**config.mk**
```make
export PLATFORM = sky130hd
export DESIGN_NAME = quad_encoder_gen
export DESIGN_NICKNAME = d
export VERILOG_FILES = /design/src/rtl/quad_encoder_gen_pkg.sv /design/src/rtl/quad_encoder_gen_step_timer.sv /design/src/rtl/quad_encoder_gen.sv
export SDC_FILE = /design/constraint.sdc
export NUM_CORES = 1
export LEC_CHECK = 0
export CAP_MARGIN = 20
export CORE_ASPECT_RATIO = 1.25
export CORE_MARGIN = 3
export CORE_UTILIZATION = 52
export CTS_BUF_LIST = sky130_fd_sc_hd__clkbuf_4 sky130_fd_sc_hd__clkbuf_8
export CTS_CLUSTER_DIAMETER = 60
export DETAILED_ROUTE_END_ITERATION = 8
export GPL_ROUTABILITY_DRIVEN = 0
export PLACE_DENSITY = 0.85
export SLEW_MARGIN = 20
export SYNTH_ARGS = -nofsm -noshare
export SYNTH_HDL_FRONTEND = slang
export SYNTH_SLANG_ARGS = --single-unit
export TNS_END_PERCENT = 50
```
**constraint.sdc**
```tcl
create_clock -name CLOCK_50M -period 2.6 [get_ports CLOCK_50M]
set_input_delay 0.78 -clock CLOCK_50M [delete_from_list [all_inputs] [get_ports CLOCK_50M]]
set_output_delay 0.78 -clock CLOCK_50M [all_outputs]
set_load 0.005 [all_outputs]
```
**src/rtl/quad_encoder_gen_pkg.sv**
```systemverilog
// Shared definitions for the quadrature generator and receiver: FSM encoding
// and the position-to-(A,B) phase lookup.
package quad_encoder_gen_pkg;

    typedef enum logic [1:0] {
        ST_IDLE   = 2'd0,
        ST_RUN    = 2'd1,
        ST_FINISH = 2'd2
    } state_t;

    // Position mod 4 mapped onto the corotation sequence 00 -> 10 -> 11 -> 01.
    function automatic logic [1:0] quad_phase(input logic [1:0] idx);
        logic [1:0] ab;
        case (idx)
            2'd0:    ab = 2'b00;
            2'd1:    ab = 2'b10;
            2'd2:    ab = 2'b11;
            default: ab = 2'b01;
        endcase
        return ab;
    endfunction

endpackage

```
**src/rtl/quad_encoder_gen_step_timer.sv**
```systemverilog
// Reloading down-counter that pulses expire_o every period_i enabled clocks.
module step_timer #(
    parameter int PER_W = 16
) (
    input  logic             clk_i,
    input  logic             rst_i,
    input  logic             load_i,
    input  logic [PER_W-1:0] period_i,
    input  logic             en_i,
    output logic             expire_o
);

    logic [PER_W-1:0] per_q;
    logic [PER_W-1:0] cnt_q;

    assign expire_o = en_i && (cnt_q == PER_W'(1));

    always_ff @(posedge clk_i or posedge rst_i) begin
        if (rst_i) begin
            per_q <= '0;
            cnt_q <= '0;
        end else if (load_i) begin
            per_q <= period_i;
            cnt_q <= period_i;
        end else if (en_i) begin
            if (cnt_q == PER_W'(1)) begin
                cnt_q <= per_q;
            end else begin
                cnt_q <= cnt_q - PER_W'(1);
            end
        end
    end

endmodule

```
**src/rtl/quad_encoder_gen.sv**
```systemverilog
// Quadrature encoder generator: emits a fixed number of A/B edges at a set
// rate in either direction, tracking position and the once-per-rev index.
module quad_encoder_gen
    import quad_encoder_gen_pkg::*;
#(
    parameter int COUNTS_PER_REV = 4000,
    parameter int PER_W          = 16,
    parameter int STEP_W         = 16
) (
    input  logic                              CLOCK_50M,
    input  logic                              RST,
    input  logic                              iStart,
    input  logic                              iDir,
    input  logic [STEP_W-1:0]                 iSteps,
    input  logic [PER_W-1:0]                  iStepPeriod,
    input  logic                              iAbort,
    output logic                              oSignalA,
    output logic                              oSignalB,
    output logic                              oSignalZ,
    output logic [$clog2(COUNTS_PER_REV)-1:0] oPosition,
    output logic                              oBusy,
    output logic                              oDone
);

    localparam int POS_W = $clog2(COUNTS_PER_REV);
    localparam logic [POS_W-1:0] POS_MAX = POS_W'(COUNTS_PER_REV - 1);

    state_t            state_q, state_d;
    logic              dir_q, dir_d;
    logic [STEP_W-1:0] rem_q, rem_d;
    logic [POS_W-1:0]  pos_q, pos_d;
    logic              a_q, b_q, z_q, busy_q, done_q;
    logic              load, expire, timer_en;
    logic [PER_W-1:0]  period_eff;

    assign period_eff = (iStepPeriod == '0) ? PER_W'(1) : iStepPeriod;
    assign timer_en   = (state_q == ST_RUN);

    step_timer #(.PER_W(PER_W)) u_step_timer (
        .clk_i    (CLOCK_50M),
        .rst_i    (RST),
        .load_i   (load),
        .period_i (period_eff),
        .en_i     (timer_en),
        .expire_o (expire)
    );

    always_comb begin
        state_d = state_q;
        dir_d   = dir_q;
        rem_d   = rem_q;
        pos_d   = pos_q;
        load    = 1'b0;
        case (state_q)
            ST_IDLE: begin
                if (iStart) begin
                    if (iSteps != '0) begin
                        state_d = ST_RUN;
                        dir_d   = iDir;
                        rem_d   = iSteps;
                        load    = 1'b1;
                    end else begin
                        state_d = ST_FINISH;
                    end
                end
            end
            ST_RUN: begin
                // Abort outranks a coinciding expiry so no edge slips out.
                if (iAbort) begin
                    state_d = ST_FINISH;
                end else if (expire) begin
                    rem_d = rem_q - STEP_W'(1);
                    if (rem_q == STEP_W'(1)) begin
                        state_d = ST_FINISH;
                    end
                    if (dir_q) begin
                        pos_d = (pos_q == POS_MAX) ? '0 : pos_q + POS_W'(1);
                    end else begin
                        pos_d = (pos_q == '0) ? POS_MAX : pos_q - POS_W'(1);
                    end
                end
            end
            ST_FINISH: state_d = ST_IDLE;
            default:   state_d = ST_IDLE;
        endcase
    end

    // Outputs are registered from next-state values so they align with state_q.
    always_ff @(posedge CLOCK_50M or posedge RST) begin
        if (RST) begin
            state_q <= ST_IDLE;
            dir_q   <= 1'b0;
            rem_q   <= '0;
            pos_q   <= '0;
            a_q     <= 1'b0;
            b_q     <= 1'b0;
            z_q     <= 1'b1;
            busy_q  <= 1'b0;
            done_q  <= 1'b0;
        end else begin
            state_q    <= state_d;
            dir_q      <= dir_d;
            rem_q      <= rem_d;
            pos_q      <= pos_d;
            {a_q, b_q} <= quad_phase(pos_d[1:0]);
            z_q        <= (pos_d == '0);
            busy_q     <= (state_d == ST_RUN);
            done_q     <= (state_d == ST_FINISH);
        end
    end

    assign oSignalA  = a_q;
    assign oSignalB  = b_q;
    assign oSignalZ  = z_q;
    assign oPosition = pos_q;
    assign oBusy     = busy_q;
    assign oDone     = done_q;

endmodule

```
# After elaboration in Yosys (flattened, before gate mapping)
# Index checks and enable logic that the tools add are counted.
word_totals:
  reg_bits: 68
  in_bits: 37
  elab_cells: 63
classes:
  n_addsub: 4
  n_eq_ne: 12
  mux: 25
  n_reduce_logical: 11
ops:
  columns: ["cell", "count"]
  rows:
  - ["2-to-1 mux 16 bit", 8]
  - ["2-to-1 mux 12 bit", 6]
  - ["== test 16 x 1 -> 1 bit (second input constant)", 2]
  - ["case mux 16 bit (2 select lines)", 1]
  - ["subtractor 16 x 1 -> 16 bit (second input constant)", 2]
  - ["zero test 12 bit", 2]
  - ["zero test 16 bit", 1]
  - ["nonzero test 16 bit", 1]
  - ["adder 12 x 1 -> 12 bit (second input constant)", 1]
  - ["== test 12 bit (second input constant)", 1]
  - ["subtractor 12 x 1 -> 12 bit (second input constant)", 1]
  - ["2-to-1 mux 2 bit", 5]
  - ["inequality test 2 bit (second input constant)", 4]
  - ["== test 2 x 1 -> 1 bit (second input constant)", 3]
  - ["case mux 2 bit (3 select lines)", 1]
  - ["AND reduction 5 bit", 1]
  - ["== test 2 bit (second input constant)", 2]
  - ["zero test 2 bit", 2]
  - ["case mux 2 bit (2 select lines)", 1]
  - ["nonzero test 2 bit", 2]
  - ["2-to-1 mux 1 bit", 3]
  - ["AND reduction 3 bit", 1]
  - ["logical AND 1 bit", 1]

# Longest topological paths before layout
# Gate-level depths: netlist of the first run.
depth:
  ltp_word: 8
  depth_mapped: 15
  ltp_nobuf: 14

# Modules after synthesis
# Synthesis of the first run repeated with hierarchy kept, for this count alone.
hier_totals:
  hier_cells: 515
  hier_area_um2: 4400.5
by_module_without_submodules:
  columns: ["mod", "instances", "cells_each", "area_per_inst_um2"]
  rows:
  - ["quad_encoder_gen", 1, 331, 2625.0]
  - ["step_timer", 1, 184, 1775.5]

# Least setup slack after synthesis of the first run
# No wires, ideal clock.
synth_path:
  kind: "reg-to-reg"
  startpoint: "reg pos_q[4], in the netlist oPosition[4]"
  endpoint: "reg z_q, in the netlist oSignalZ"
  setup_time_ps: 87
  arrival_time_ps: 2753
  slack_ps: -240
  stages_incl_launch_ff: 14
  synth_period_minus_slack_ps: 2840
  cell_sequence: "dfrtp_1 > buf_6 > or4_4 > or4_1 > buf_6 > a21oi_1 > a31oi_1 > o21ai_0 > inv_1 > ha_1 > and3_1 > nand4_1 > or4_4 > nor4_2"
synth_between:
  elab_chain_len: 7
synth_lines:
  columns: ["element", "line_no", "rtl"]
  rows:
  - ["start, declared", "quad_encoder_gen.sv:31", "logic [POS_W-1:0] pos_q, pos_d;"]
  - ["start signal, assigned", "quad_encoder_gen.sv:104", "pos_q <= pos_d;"]
  - ["== test 12 bit / zero test 12 bit (equally long branches)", "quad_encoder_gen.sv:77, quad_encoder_gen.sv:79", null]
  - ["2-to-1 mux 12 bit, on equally long branches", "quad_encoder_gen.sv:77, quad_encoder_gen.sv:79", null]
  - ["2-to-1 mux 12 bit (*)", "quad_encoder_gen.sv:76", "if (dir_q) begin"]
  - ["2-to-1 mux 12 bit (*)", "quad_encoder_gen.sv:71", "end else if (expire) begin"]
  - ["2-to-1 mux 12 bit (*)", "quad_encoder_gen.sv:69", "if (iAbort) begin"]
  - ["2-to-1 mux 12 bit (*)", "quad_encoder_gen.sv:54", "case (state_q)"]
  - ["via pos_d[1]", "quad_encoder_gen.sv:31", null]
  - ["zero test 12 bit (*)", "quad_encoder_gen.sv:106", "z_q <= (pos_d == '0);"]
  - ["end signal, assigned", "quad_encoder_gen.sv:106", null]
  - ["end, declared", "quad_encoder_gen.sv:32", "logic a_q, b_q, z_q, busy_q, done_q;"]
# The timed path passes the listed nets; every way through them passes the cells marked *.
# A chain may end at the register's enable or synchronous reset.

# Worst setup path in the final report of the first run
layout_path:
  startpoint: "reg pos_q[8], in the netlist oPosition[8]"
  endpoint: "reg z_q, in the netlist oSignalZ"
# The elaborated chain is that of the path after synthesis.

==> results.toml, run 1 <==
[synthesis]
ys_types = 62
async_flop_share_pct = 100
synthSimpleGateAreaFrac_pct = 27.5
synth_top_family_by_area = "simple AND/OR/NAND/NOR gates"
syn_nets = 565
synth_area_um2 = 4200
avgSynthCellArea_um2 = 8.09
synth_xor_area_share_pct = 0.834
synth_mux_area_share_pct = 0.477
synth-main-ff-cell = "dfrtp_1"
synthesis.instances = 519
synth_edf_count = 0
synthAdderAreaFrac_pct = 2.68
synth.ff_latch_count = 68
synth-seq-area-share_pct = 40.5
synth_compound_area_share_pct = 22.8
yosys_warnings = 0

[worst_setup_path]
critPathMaxFanout = 5
cp_num_buf_inv = 1
critical_path_class = "reg -> reg"
slowest_stage = "or4_4"
crit_top_cell = "or4_4"
cp.required_ns = 2.87
critPathArrivalTime_ns = 2.98
crit_path_max_incr_delay_ns = 0.59
endpoint_kind = "register"
crit_family = "simple AND/OR/NAND/NOR gates"
startpoint_type = "register"
crit_path_cell_trace = "or4_4 > or4_4 > a21oi_2 > a31oi_1 > o21ai_1 > inv_1 > ha_2 > and3_1 > nand4_1 > or4_4 > nor4_4"

[sta]
setup_viol = 1
fmax_ghz = 0.369
fin_crit_sh_pct = 104
worstMarginPinSlew_ns = 0.549
drv_slew = 0
rsz0062_at_grt = "true"
fin_skew_ns = 0.00923
min_period_ns = 2.71
max-slew-margin-rel_pct = 63.1
hold_violations = 0
hold_slack_ns = 0.482
setup_ws_ns = -0.110

[route]
drc = 0
final_antenna_net_count = 0
viasPerCell = 6.29
vias = 4711
first_iter_violations = 478
drt_first_pass_iters = 6
wirelength_um = 12900
wire_per_inst_um = 17.2

[finish]
regArea_um2 = 1700
fin_nets = 695
multiInputGateArea_um2 = 2400
fill_cells = 562
syn2layout_area_growth_pct = 38.5
fin_util_pct = 74.2
diodes = 0
mostFrequentLayoutCells = "95 x buf_4, 70 x nand2_1, 66 x dfrtp_1, 52 x clkdlybuf4s50_1, 51 x o21ai_0"
drive_above_1_share_pct = 23.4
layout_commonest_cell = "buf_4"

[cts]
cts_sinks = 68
cts_buffers = 9
ctsHtreeMaxLevel = 3
clock_path_buffers = 2
clock-root-buffer = "clkbuf_8"
clk_pin_slew_ns = 0.08
cts_tree = "built"
clk_latency_ns = 0.35

[die]
die_x_um = 86.4
start_util_pct = 53.6
rows = 36
core_area_um2 = 7840
io_pins = 54
die_height_um = 106
dieArea_um2 = 9200

[grt]
grt_max_degree = 53
grt_pass1_vias = 4497
grt_antenna_before_repair = 0
gr-total-overflow = 0
grt_use_total_pct = 28.2
grt_pass1_wl_um = 20900

[worst_hold_path]
min_path_type = "reg -> reg"

[pwr]
ir_drop_uv = 533
p_leak_uw = 0.00249
clockPowerShare_pct = 21.7
swShare_pct = 38.1
power_switching_uw = 1760
p_int_uw = 2860
pwr-share-seq_pct = 37.6
pwr-share-comb_pct = 40.7
powerDensity_nw_per_um2 = 794

[place]
dp_hpwl_um = 9360
port_buffers = 53

[flow_run]
drv_cap = 0

[outcome]
violations = "negative setup slack"
status = "finished with violations"
## cells by family (layout without fill, tap and decap cells)
| family | Yosys count | after routing |
|---|---|---|
| AOI/OAI and AO/OA | 154 | 154 |
| muxes | 2 | 2 |
| DFF | 68 | 68 |
| xor gates and xnor gates | 4 | 4 |
| buffers and inverters | 53 | 188 |
| and+or+nand+nor | 229 | 229 |
| adders and majority gates | 9 | 9 |
## power by group through the flow
stage	Clock, uW	Sequential (uW)	Combinational, uW
global route	1050	1770	2080
floorplan	0	1720	1060
finish	1000	1740	1880
global placement	0	1710	1700
CTS	1010	1720	1830
detailed placement	0	1730	1790
## stage by stage
step,std cells,TNS (ns),setup slack [ns],power (uW),instance area [um2]
after floorplan,519,-0.134,-0.0929,2770,4270
after global placement,727,-2.61,-0.352,3420,5470
after detailed placement,727,-4.16,-0.504,3530,5470
after CTS,745,-0.0887,-0.0887,4550,5740
after global routing,749,-0.342,-0.241,4910,5820
final,749,-0.110,-0.110,4620,5820
## cell usage after synthesis, types with 8 or more instances
library cell  number  share of area (%)
nand2_1           70                6.3
dfrtp_1           67                 40
o21ai_0           53                6.3
a21oi_1           45                5.4
nor2_1            44                3.9
clkbuf_1          25                2.2
inv_1             21                1.9
nand3_1           21                2.5
nor3_1            20                2.4
nor4_1            15                2.2
or3_1             10                1.5
ha_1               9                2.7
nand4_1            9                1.3
o22ai_1            8                1.2
or4_1              8                1.4
## cell type report
type	count	share of cell area, %
Tap cell	95	2.04
Timing Repair Buffer	151	22.2
Sequential cell	68	29.3
Inverter	21	1.35
Clock inverter	4	1.25
Clock buffer	12	2.62
Multi-Input combinational cell	398	41.3
## layer usage
layer,wire [um],part of all wire [%],global-route usage (%),vias up
met5,0,0,0,-
met4,525,4.1,13.4,0
met3,834,6.5,3.80,54
met2,6630,52,48.2,226
met1,4880,38,34.8,2263
li1,-,-,-,2168
## what timing repair did
action / CTS / global route
setup buffers: 2 / 4
pin swaps: 4 / 6
hold buffers: 0 / 0
cloned: 0 / 0
endpoints found under the setup margin: 1 / 9
gates resized for setup: 5 / 15
## registers in the layout, summed over array words and instances, names as in the netlist
name                cells
rem_q                  16
dir_q                   1
oDone                   1
state_q                 2
oPosition              12
oSignalB                1
u_step_timer.cnt_q     16
oBusy                   1
oSignalZ                1
oSignalA                1
u_step_timer.per_q     16
## tightest hold or removal path, cell delays in order, from the launching register on
cell     delay [ns]
dfrtp_1        0.34
nand2_1        0.05
nand2_1        0.06
## path summary, 6_finish.rpt
check | start | depth (start not counted) | endpoint | slack [ns]
worst max register to register | oPosition[8] | 11 | oSignalZ | -0.11
min in group asynchronous | RST | 2 | oSignalA | 0.69
worst min-delay path | u_step_timer.per_q[8] | 2 | u_step_timer.per_q[8] | 0.48
worst min register to register | u_step_timer.per_q[8] | 2 | u_step_timer.per_q[8] | 0.48
max in group asynchronous | RST | 3 | oSignalZ | 1.32
worst max-delay path | oPosition[8] | 11 | oSignalZ | -0.11
Note: power is estimated with default switching activity, not from simulation.
==> run 2: changes to the inputs <==
--- a/config.mk
+++ b/config.mk
@@ -9,8 +9,9 @@
 export CORE_ASPECT_RATIO = 1.25
 export CORE_MARGIN = 3
 export CORE_UTILIZATION = 52
-export CTS_BUF_LIST = sky130_fd_sc_hd__clkbuf_4 sky130_fd_sc_hd__clkbuf_8
+export CTS_BUF_LIST = sky130_fd_sc_hd__clkbuf_8
 export CTS_CLUSTER_DIAMETER = 60
+export CTS_CLUSTER_SIZE = 28
 export DETAILED_ROUTE_END_ITERATION = 8
 export GPL_ROUTABILITY_DRIVEN = 0
 export PLACE_DENSITY = 0.85
==> run 2 against run 1 <==
  * Via count is 0.32% lower
  * Critical endpoint unchanged
  * Register-to-register slack about the same
  * Clock power about the same
  * The flow still finishes with violations (negative setup slack)
  * Count of clock-buffer cells in the layout shrank 2
  * Global-route usage up 0.065 points
  * Sequential cell count unchanged
  * First-iteration DRC count rose by 9.8%
  * Combinational power hardly changed
  * Worst setup slack got worse by 0.0029 ns
  * Utilization down 0.096 points
  * Routed wire length about the same
  * Highest routed layer unchanged
==> results.toml, run 2 (synthesized netlist as in run 1, its figures left out) <==
[sta]
drv_slew = 0
fin_skew_ns = 0.00902
setup_viol = 1
hold_slack_ns = 0.481
max-slew-margin-rel_pct = 63.2
fin_crit_sh_pct = 104
rsz0062_at_grt = "true"
hold_violations = 0
min_period_ns = 2.71
worstMarginPinSlew_ns = 0.547
fmax_ghz = 0.369
setup_ws_ns = -0.113

[outcome]
status = "finished with violations"
violations = "negative setup slack"

[cts]
cts_buffers = 9
clk_pin_slew_ns = 0.08
clk_latency_ns = 0.35
cts_tree = "built"
cts_sinks = 68
clock_path_buffers = 2
ctsHtreeMaxLevel = 3
clock-root-buffer = "clkbuf_8"

[grt]
grt_pass1_vias = 4509
grt.busiest_layer = "met2"
grt_use_met1_pct = 34.8
met3_usage_pct = 3.80
grt_max_degree = 53
grtUsageMet2_pct = 48.5
grt_use_total_pct = 28.3
grt_antenna_before_repair = 0
gr-total-overflow = 0
grt_pass1_wl_um = 20900

[worst_setup_path]
critPathArrivalTime_ns = 2.98
reg2reg_depth = 11
r2r_end = "oSignalZ"
endpoint_kind = "register"
crit_path_max_incr_delay_ns = 0.59
critical_path_class = "reg -> reg"
cp.required_ns = 2.87
slowest_stage = "or4_4"
r2r_slack_ns = -0.11
cp_num_buf_inv = 1
startpoint_type = "register"
critPathMaxFanout = 5
crit_top_cell = "or4_4"
r2r_start = "oPosition[8]"
crit_path_cell_trace = "or4_4 > or4_4 > a21oi_2 > a31oi_1 > o21ai_1 > inv_1 > ha_2 > and3_1 > nand4_1 > or4_4 > nor4_4"
crit_family = "simple AND/OR/NAND/NOR gates"

[finish]
diodes = 0
layout_commonest_cell = "buf_4"
syn2layout_area_growth_pct = 38.3
multiInputGateArea_um2 = 2400
mostFrequentLayoutCells = "95 x buf_4, 70 x nand2_1, 66 x dfrtp_1, 52 x clkdlybuf4s50_1, 51 x o21ai_0"
fin_nets = 695
drive_above_1_share_pct = 23.1
fill_cells = 563
regArea_um2 = 1700
top_regs = "rem_q x16, u_step_timer.cnt_q x16, u_step_timer.per_q x16"

[flow_run]
drv_cap = 0

[route]
final_antenna_net_count = 0
wire_per_inst_um = 17.2
vias = 4696
drt_first_pass_iters = 5
viasPerCell = 6.27
wirelength_um = 12900
drc = 0
first_iter_violations = 525

[pwr]
p_leak_uw = 0.00250
swShare_pct = 38.3
p_int_uw = 2830
pwr-share-seq_pct = 37.8
pwr-share-comb_pct = 41.0
ir_drop_uv = 531
power_uw = 4590
power_switching_uw = 1760
powerDensity_nw_per_um2 = 790
clockPowerShare_pct = 21.2

[worst_hold_path]
hp-start = "u_step_timer.per_q[1]"
min_path_type = "reg -> reg"
min_delay_path_depth = 2
hold_path_end = "u_step_timer.per_q[1]"

[place]
dp_hpwl_um = 9360
port_buffers = 53

[die]
core_area_um2 = 7840
rows = 36
die_height_um = 106
start_util_pct = 53.6
die_x_um = 86.4
dieArea_um2 = 9200
io_pins = 54
## run 2: layout make-up
| class | instances | share of cell area, % |
|---|---|---|
| Timing Repair Buffer | 151 | 22.2 |
| Inverter | 21 | 1.36 |
| Sequential cell | 68 | 29.3 |
| Tap cell | 95 | 2.05 |
| Clock buffer | 10 | 2.37 |
| Clock inverter | 6 | 1.38 |
| Multi-Input combinational cell | 398 | 41.3 |
## run 2: power by group through the flow
stage | Combinational [uW] | Clock, uW | Sequential, uW
after CTS | 1830 | 977 | 1720
final | 1880 | 975 | 1730
after global routing | 2090 | 1030 | 1770
after global placement | 1700 | 0 | 1710
after floorplan | 1060 | 0 | 1720
after detailed placement | 1790 | 0 | 1730
## run 2: how the worst max path moves through the flow
stage | depth (start not counted) | slack (ns) | start | to
6_report | 11 | -0.11 | oPosition[8] | oSignalZ
5_1_grt | 12 | -0.24 | oPosition[0] | oSignalZ
4_1_cts | 13 | -0.09 | u_step_timer.cnt_q[1] | oSignalZ
3_5_place_dp | 10 | -0.50 | iAbort | oSignalZ
3_3_place_gp | 12 | -0.35 | iAbort | oSignalZ
2_1_floorplan | 8 | -0.09 | oPosition[4] | oSignalZ
## run 2: routing by layer
layer  share of wire (%)  wire length, um
met4                 4.2              538
met1                  38             4950
met2                  52             6640
met3                 5.9              754
met5                   0                0
## run 2: timing repair
action,in CTS,in global routing
resized for setup,5,15
setup endpoints to repair,1,9
hold buffers,0,0
pin swaps,4,6
setup buffers,2,4
## run 2: through the flow
step                setup TNS (ns)  area, um2  cells  utilization [%]  setup WS (ns)
floorplan                   -0.134       4270    519                -        -0.0929
global placement             -2.61       5470    727             69.8         -0.352
detailed placement           -4.16       5470    727             69.8         -0.504
CTS                        -0.0887       5730    745             73.1        -0.0887
global route                -0.342       5810    749             74.1         -0.241
finish                      -0.113       5810    749             74.1         -0.113
## run 2: tightest hold or removal path, stage by stage (launching register included)
cell and delay, ns:
dfrtp_1 0.35, nand2_1 0.05, nand2_1 0.05
